### src/rtl/periph_err_slave.sv
// periph_err_slave: terminating slave for the peripheral crossbar error port.
// Every access is granted (subject to an outstanding limit) and answered with
// an error response after a fixed latency. The first offending address and a
// saturating count of erroneous accesses are kept for debug, and a one-cycle
// interrupt pulse follows every grant.
module periph_err_slave #(
  parameter int unsigned            ADDR_WIDTH      = 32,
  parameter int unsigned            DATA_WIDTH      = 32,
  parameter int unsigned            BE_WIDTH        = 4,
  parameter int unsigned            ID_WIDTH        = 9,
  parameter int unsigned            LATENCY         = 2,
  parameter int unsigned            MAX_OUTSTANDING = 2,
  parameter logic [DATA_WIDTH-1:0]  ERR_RDATA       = 32'hBADACCE5,
  parameter int unsigned            CNT_WIDTH       = 16
) (
  input  logic                  clk_i,
  input  logic                  rst_ni,
  input  logic                  req_i,
  input  logic [ADDR_WIDTH-1:0] add_i,
  input  logic                  wen_i,
  input  logic [DATA_WIDTH-1:0] wdata_i,
  input  logic [BE_WIDTH-1:0]   be_i,
  input  logic [ID_WIDTH-1:0]   id_i,
  output logic                  gnt_o,
  output logic                  r_valid_o,
  output logic                  r_opc_o,
  output logic [ID_WIDTH-1:0]   r_id_o,
  output logic [DATA_WIDTH-1:0] r_rdata_o,
  input  logic                  clear_i,
  output logic                  err_valid_o,
  output logic [ADDR_WIDTH-1:0] err_addr_o,
  output logic [CNT_WIDTH-1:0]  err_cnt_o,
  output logic                  err_irq_o
);

  localparam int unsigned      OUT_W   = $clog2(MAX_OUTSTANDING + 1);
  localparam logic [OUT_W-1:0] MAX_OUT = OUT_W'(MAX_OUTSTANDING);

  logic [OUT_W-1:0]      r_outst_q;
  logic [OUT_W-1:0]      w_outst_next;
  logic [LATENCY-1:0]    r_pipe_vld;
  logic [ID_WIDTH-1:0]   r_pipe_id [LATENCY];
  logic                  r_err_valid;
  logic [ADDR_WIDTH-1:0] r_err_addr;
  logic [CNT_WIDTH-1:0]  r_err_cnt;
  logic                  r_err_irq;
  logic                  w_rsp;
  logic                  w_gnt;
  logic                  w_xfer;
  logic                  w_unused;

  // Write data, byte enables and direction do not change the answer.
  assign w_unused = ^{wen_i, wdata_i, be_i};

  // Grant comes from registers only: a slot is free, or one frees up this cycle.
  assign w_rsp  = r_pipe_vld[LATENCY-1];
  assign w_gnt  = (r_outst_q < MAX_OUT) | w_rsp;
  assign w_xfer = req_i & w_gnt;

  // Response pipeline: valid bits shift every cycle; an ID stage only loads
  // when a valid entry enters it, so the last stage holds its ID while idle.
  always_ff @(posedge clk_i or negedge rst_ni) begin
    if (!rst_ni) begin
      r_pipe_vld <= '0;
      for (int i = 0; i < int'(LATENCY); i++) r_pipe_id[i] <= '0;
    end else begin
      r_pipe_vld[0] <= w_xfer;
      if (w_xfer) r_pipe_id[0] <= id_i;
      for (int i = 1; i < int'(LATENCY); i++) begin
        r_pipe_vld[i] <= r_pipe_vld[i-1];
        if (r_pipe_vld[i-1]) r_pipe_id[i] <= r_pipe_id[i-1];
      end
    end
  end

  // Outstanding count: +1 per transfer, -1 per response, unchanged when both.
  always_comb begin
    w_outst_next = r_outst_q;
    if (w_xfer && !w_rsp)      w_outst_next = r_outst_q + 1'b1;
    else if (!w_xfer && w_rsp) w_outst_next = r_outst_q - 1'b1;
  end

  // Outstanding count register.
  always_ff @(posedge clk_i or negedge rst_ni) begin
    if (!rst_ni) r_outst_q <= '0;
    else         r_outst_q <= w_outst_next;
  end

  // Error log: first address is sticky until clear; a transfer coinciding
  // with clear starts a fresh log with this access.
  always_ff @(posedge clk_i or negedge rst_ni) begin
    if (!rst_ni) begin
      r_err_valid <= 1'b0;
      r_err_addr  <= '0;
      r_err_cnt   <= '0;
    end else if (w_xfer) begin
      if (!r_err_valid || clear_i) begin
        r_err_valid <= 1'b1;
        r_err_addr  <= add_i;
      end
      if (clear_i)                           r_err_cnt <= CNT_WIDTH'(1);
      else if (r_err_cnt != {CNT_WIDTH{1'b1}}) r_err_cnt <= r_err_cnt + 1'b1;
    end else if (clear_i) begin
      r_err_valid <= 1'b0;
      r_err_addr  <= '0;
      r_err_cnt   <= '0;
    end
  end

  // Interrupt pulse one cycle after each transfer.
  always_ff @(posedge clk_i or negedge rst_ni) begin
    if (!rst_ni) r_err_irq <= 1'b0;
    else         r_err_irq <= w_xfer;
  end

  assign gnt_o       = w_gnt;
  assign r_valid_o   = w_rsp;
  assign r_opc_o     = 1'b1;
  assign r_id_o      = r_pipe_id[LATENCY-1];
  assign r_rdata_o   = ERR_RDATA;
  assign err_valid_o = r_err_valid;
  assign err_addr_o  = r_err_addr;
  assign err_cnt_o   = r_err_cnt;
  assign err_irq_o   = r_err_irq;

endmodule

### config.mk
export PLATFORM = sky130hd
export DESIGN_NAME = periph_err_slave
export DESIGN_NICKNAME = d
export VERILOG_FILES = /design/src/rtl/periph_err_slave.sv
export SDC_FILE = /design/constraint.sdc
export NUM_CORES = 1
export LEC_CHECK = 0
export CAP_MARGIN = 30
export CORE_MARGIN = 4
export CORE_UTILIZATION = 36
export CTS_CLUSTER_DIAMETER = 100
export DETAILED_ROUTE_END_ITERATION = 8
export PLACE_DENSITY = 0.8
export SLEW_MARGIN = 20
export SYNTH_ARGS = -nofsm -noshare
export SYNTH_HDL_FRONTEND = slang
export SYNTH_SLANG_ARGS = --single-unit
### constraint.sdc
create_clock -name clk_i -period 1.8 [get_ports clk_i]
set_input_delay 0.54 -clock clk_i [delete_from_list [all_inputs] [get_ports clk_i]]
set_output_delay 0.54 -clock clk_i [all_outputs]
set_load 0.01 [all_outputs]
======== Yosys cells after proc, flatten, opt, wreduce, memory -nomap -nowiden ========
Index checks and enable logic that the tools add are counted.
operators by class
  bitwise operators ....................... 2
  equality and inequality tests ........... 2
  reductions and logical operators ........ 11
  $add $sub $neg .......................... 3
  muxes and demuxes ....................... 12
  magnitude comparators ................... 1
operator list
  kind                     number
  $mux W32                 3
  $mux W16                 4
  $add A16 B1 Y16 const B  1
  $ne A16 B16 Y1 const B   1
  $reduce_bool A2 Y1       3
  $mux W2                  2
  $reduce_and A2 Y1        2
  $logic_not A1 Y1         3
  $mux W1                  3
  $add A2 B1 Y2 const B    1
  $logic_and A1 B1 Y1      2
  $lt A2 B2 Y1 const B     1
  $ne A2 B1 Y1 const B     1
  $sub A2 B1 Y2 const B    1
  $and A1 B1 Y1            1
  $logic_or A1 B1 Y1       1
  $or A1 B1 Y1             1
storage, ports and cells
  input bits .............................. 82
  output and inout port bits .............. 94
  logic and storage cells ................. 39
  bits in registers ....................... 72

======== Depth between registers and ports, before layout ========
Gate-level depths: netlist of the first run.
  depth after elaboration ................. 7
  gate-level depth with buffers ........... 9
  depth with buffers taken out ............ 7

======== Worst setup path after synthesis of the first run ========
OpenSTA, ideal clock, no wires.
  path kind ............................... flip-flop to flip-flop
  start point ............................. register r_pipe_vld[1]
  end point ............................... register r_outst_q[1]
  arrival time ............................ 1888 ps
  period minus slack after synthesis ...... 1967 ps
  library setup time ...................... 79 ps
  slack ................................... -167 ps
  cell stages (with the launch flop) ...... 10
  buffers on the path ..................... 2
  required time ........................... 1721 ps
  cell sequence ........................... dfrtp_1 -> nand2b_1 -> nand2_1 -> clkbuf_1 -> inv_1 -> clkbuf_1 -> ha_1 -> xor2_1 -> nor2_1 -> xor2_1
between the ends
  word-level cells in the longest chain between the ends .. 5
  elaborated cells on any way between the ends .. 8
  those cells by class .................... 1 x mux; 2 x bitwise; 5 x reduce/logical
ends and longest elaborated chain
  element                              RTL line  source
  start, declared                      41        logic [LATENCY-1:0] r_pipe_vld;
  start signal, assigned by index      70        r_pipe_vld[i] <= r_pipe_vld[i-1];
  $or A1 B1 Y1 *                       57        assign w_gnt = (r_outst_q < MAX_OUT) | w_rsp;
  via gnt_o                            24        output logic gnt_o,
  $and A1 B1 Y1 *                      58        assign w_xfer = req_i & w_gnt;
  via w_xfer                           49        logic w_xfer;
  $logic_not A1 Y1                     80        else if (!w_xfer && w_rsp) w_outst_next = r_outst_q - 1'b1;
  $logic_and A1 B1 Y1                  80
  $reduce_bool A2 Y1 (no source line)  -
  end signal, assigned                 86        else r_outst_q <= w_outst_next;
  end, declared                        39        logic [OUT_W-1:0] r_outst_q;
Mark *: on every way through the listed nets, which the timed path passes. The rest lies on a longest branch.
A chain may end at the register's enable or synchronous reset.

======== Final worst setup path of the first run ========
  start point ............................. register r_err_cnt[0], in the netlist err_cnt_o[0]
  end point ............................... register r_err_cnt[14], in the netlist err_cnt_o[14]
between the ends
  word-level cells in the longest chain between the ends .. 4
  elaborated cells on any way between the ends .. 7
  those cells by class .................... 1 x add/sub; 1 x eq/ne; 3 x mux; 2 x reduce/logical
ends and longest elaborated chain
  element                 RTL line  source
  start, declared         45        logic [CNT_WIDTH-1:0] r_err_cnt;
  start signal, assigned  102       else if (r_err_cnt != {CNT_WIDTH{1'b1}}) r_err_cnt <= r_err_cnt + 1'b1;
  $add A16 B1 Y16         102
  $mux W16                102
  $mux W16                101       if (clear_i) r_err_cnt <= CNT_WIDTH'(1);
  $mux W16                96        end else if (w_xfer) begin
Several ways; a longest one is shown, not always the timed one. The select of a mux whose other input is x is not followed.

==> results.md, run 1 <==
- Avg Cell Area, Syn: 9.73 µm²
- Die Ht: 107 µm
- FF+latch count, synth: 71
- Setup TNS Final: 0 ns
- Top cells by area, synth: dfrtp_1 51%, buf_4 9.2%, nand3b_1 7.1%, o21ai_0 4.9%, nand2_1 4.1%
- Setup-failing EPs final: 0
- Finished Layout Cells: 613
- DR pass1 iterations: 4
- CTS tree: done
- Drt initial violations: 109
- IO Port Bufs: 105
- Post-layout util: 53.9%
- CTS Hold Bufs: 0
- Final hold vios: 0
- Placed Cells incl. Taps: 588
- CP Data Required Time: 2.01 ns
- VDD IR max: 408 µV
- RSZ-0062 raised after global routing: yes
- Worst skew pair latency: 0.33 ns
- Vias per std cell: 4.62
- Max-cap violation count: 0
- Io pins: 176
- Power per cell area: 640 nW/µm²
- Filler cells: 847
- First-pass GRT wire length: 13400 µm
- Netlist cell types: 34
- Worst path arrival time: 1.99 ns
- Post-synth top area cell: dfrtp_1
- Final WL: 8480 µm
- Share of cells above drive strength 1: 16.5%
- WL/cell: 13.8 µm
- Core ar.: 9330 µm²
- Post-Syn Instances: 359
- Min cycle time layout: 1.79 ns
- Antenna violations before repair: 0
- Grt ovf: 0
- CP Launch Type: flop
- Worst setup margin: 0.0141 ns
- Clk sinks: 71
- Crit-path max FO: 6
- Area of the multi-input gates: 1400 µm²
- Antenna viol nets, final: 0
- Die X: 107 µm
- Post-Syn Area: 3490 µm²
- Layout net count: 563
- Pins over their slew limit: 0
- Area grow syn2layout: 43.8%
- H-tree depth: 3
- Top FF cell, synth: dfrtp_1
- GRT Overall Usage: 14.7%
- Register Area: 1780 µm²
- Die ar.: 11300 µm²
- Clock Tree Buf Depth: 2
- Initial Utilization: 37.5%
- Ant. Diodes: 0
- Synth warn: 0
- CTS Buf Count: 9
- Clock root buffer master: clkbuf_8
- Post-Route Skew: 0.00434 ns
- Setup WS pre-CTS: -0.349 ns
- Vias in the first global route: 2717
- CP Class: reg2reg
- Seq/Total Area, Yosys: 50.8%
- Core Rows: 35
- Clock-pin transition on the worst setup and hold timing paths: 0.07 ns
- DRC Markers: 0
- Pleak: 2.89 nW
- Highest clock rate: 560 MHz
- Post-DP HPWL: 6060 µm
- Period utilization: 99.2%
- HP Class: in2async
- Largest net degree at the start of global routing: 65
- Gp weighted congestion: 0.866
- Async S/R FF share, synth: 100%
- Nature of the critical path endpoint: flop
- Synth top area share: 50.8%
- Via Count: 2830
- Status: finished, final reports clean
- Post-synth EDFFs: 0
## repair_timing
action                                  4_1_cts  5_1_grt
pin swaps                                     0        6
endpoints found under the setup margin       47       34
gates resized for setup                      47       31
setup buffers                                 9        0
## cells in the mapped netlist, types with 5 or more instances
| cell type | instances |
|---|---|
| dfrtp_1 | 71 |
| buf_4 | 43 |
| nand2_1 | 38 |
| inv_1 | 34 |
| o21ai_0 | 34 |
| nand3b_1 | 33 |
| clkbuf_1 | 15 |
| mux2_2 | 11 |
| a21oi_1 | 10 |
| nor2_1 | 9 |
| o31ai_1 | 7 |
| or4_1 | 7 |
| nand4_1 | 6 |
| nor2b_1 | 6 |
| nor4_1 | 5 |
## state kept, by name, summed over array words and instances, names as in the netlist
| register | flops |
|---|---|
| err_addr_o | 32 |
| err_cnt_o | 16 |
| err_valid_o | 1 |
| r_id_o | 9 |
| r_outst_q | 2 |
| r_pipe_id | 9 |
| r_pipe_vld | 2 |
## layout by cell type, fill, tap and decap left out, types with 3 or more instances in the layout
master / Yosys / final
inv_1: 34 / 34
nor3_1: 3 / 3
o21ai_0: 34 / 34
clkbuf_8: 0 / 10
conb_1: 2 / 33
clkdlybuf4s50_1: 0 / 42
dlymetal6s2s_1: 0 / 21
nand4_1: 6 / 6
buf_4: 43 / 32
nand3b_1: 33 / 33
o31ai_1: 7 / 7
nor4_1: 5 / 3
mux2_2: 11 / 11
dlygate4sd2_1: 0 / 40
nor2b_1: 6 / 6
nor2_1: 9 / 9
a21oi_1: 10 / 8
or4_1: 7 / 6
dfrtp_2: 0 / 4
dfrtp_1: 71 / 67
nand2_1: 38 / 37
## worst max-delay path, stage by stage (launching register included)
cell	delay [ns]
dfrtp_1	0.35
buf_4	0.13
ha_4	0.14
nand3_4	0.10
or2_4	0.29
buf_4	0.15
o41ai_1	0.41
a21oi_2	0.09
## through the flow
stage	hold WS (ns)	instance area [µm²]	power (mW)
5_1_grt	0.0533	5020	3.35
4_1_cts	0.0484	4930	3.26
3_3_place_gp	0.418	4680	1.84
3_5_place_dp	0.423	4680	1.84
2_1_floorplan	0.244	3650	1.75
6_report	0.0642	5020	3.21
## final cells by class
| class | instances | share of cell area (%) |
|---|---|---|
| Clock buffer | 11 | 2.81 |
| Clock inverter | 5 | 1.62 |
| Inverter | 34 | 2.54 |
| Multi-Input combinational cell | 224 | 27.8 |
| Sequential cell | 71 | 35.5 |
| Tap cell | 129 | 3.21 |
| Timing Repair Buffer | 139 | 26.6 |
## per-layer routing
| metal | part of all wire, % | global-route usage (%) | vias to the layer above |
|---|---|---|---|
| met5 | 0 | 0 | - |
| met4 | 1.1 | 5.48 | 0 |
| met3 | 8.2 | 5.22 | 9 |
| met2 | 50 | 24.3 | 93 |
| met1 | 41 | 17.7 | 1364 |
| li1 | - | - | 1364 |
## power by group
part / switching [mW] / total, mW / internal (mW)
logic: 0.103 / 0.213 / 0.110
registers: 0 / 1.59 / 1.59
clock network: 0.589 / 1.41 / 0.819
## kinds of logic after synthesis
group	after synthesis	synth area share, %
fa+ha+maj	2	0.716
compound gates	53	8.31
buf+inv	95	14.9
mux	14	4.62
other cells	2	0.215
simple gates	119	19.6
flops	71	50.8
xor+xnor	3	0.752
## final timing paths
kind,from,end,slack (ns),cells past startpoint
worst max register to register,err_cnt_o[0],err_cnt_o[14],0.01,7
max in group asynchronous,rst_ni,err_addr_o[31],1.24,2
min in group clk_i,r_pipe_id[14],r_pipe_id[14],0.48,2
worst max-delay path,err_cnt_o[0],err_cnt_o[14],0.01,7
worst min-delay path,rst_ni,err_addr_o[29],0.06,1
worst min register to register,r_pipe_id[14],r_pipe_id[14],0.48,2
(Power assumes the default switching activity.)
==> run 2: changes to the inputs <==
--- a/config.mk
+++ b/config.mk
@@ -5,6 +5,7 @@
 export SDC_FILE = /design/constraint.sdc
 export NUM_CORES = 1
 export LEC_CHECK = 0
+export ABC_CLOCK_PERIOD_IN_PS = 1800
 export CAP_MARGIN = 30
 export CORE_MARGIN = 4
 export CORE_UTILIZATION = 36
==> results of run 2 <==
Final layout, timing and power as in run 1 (identical DEF).
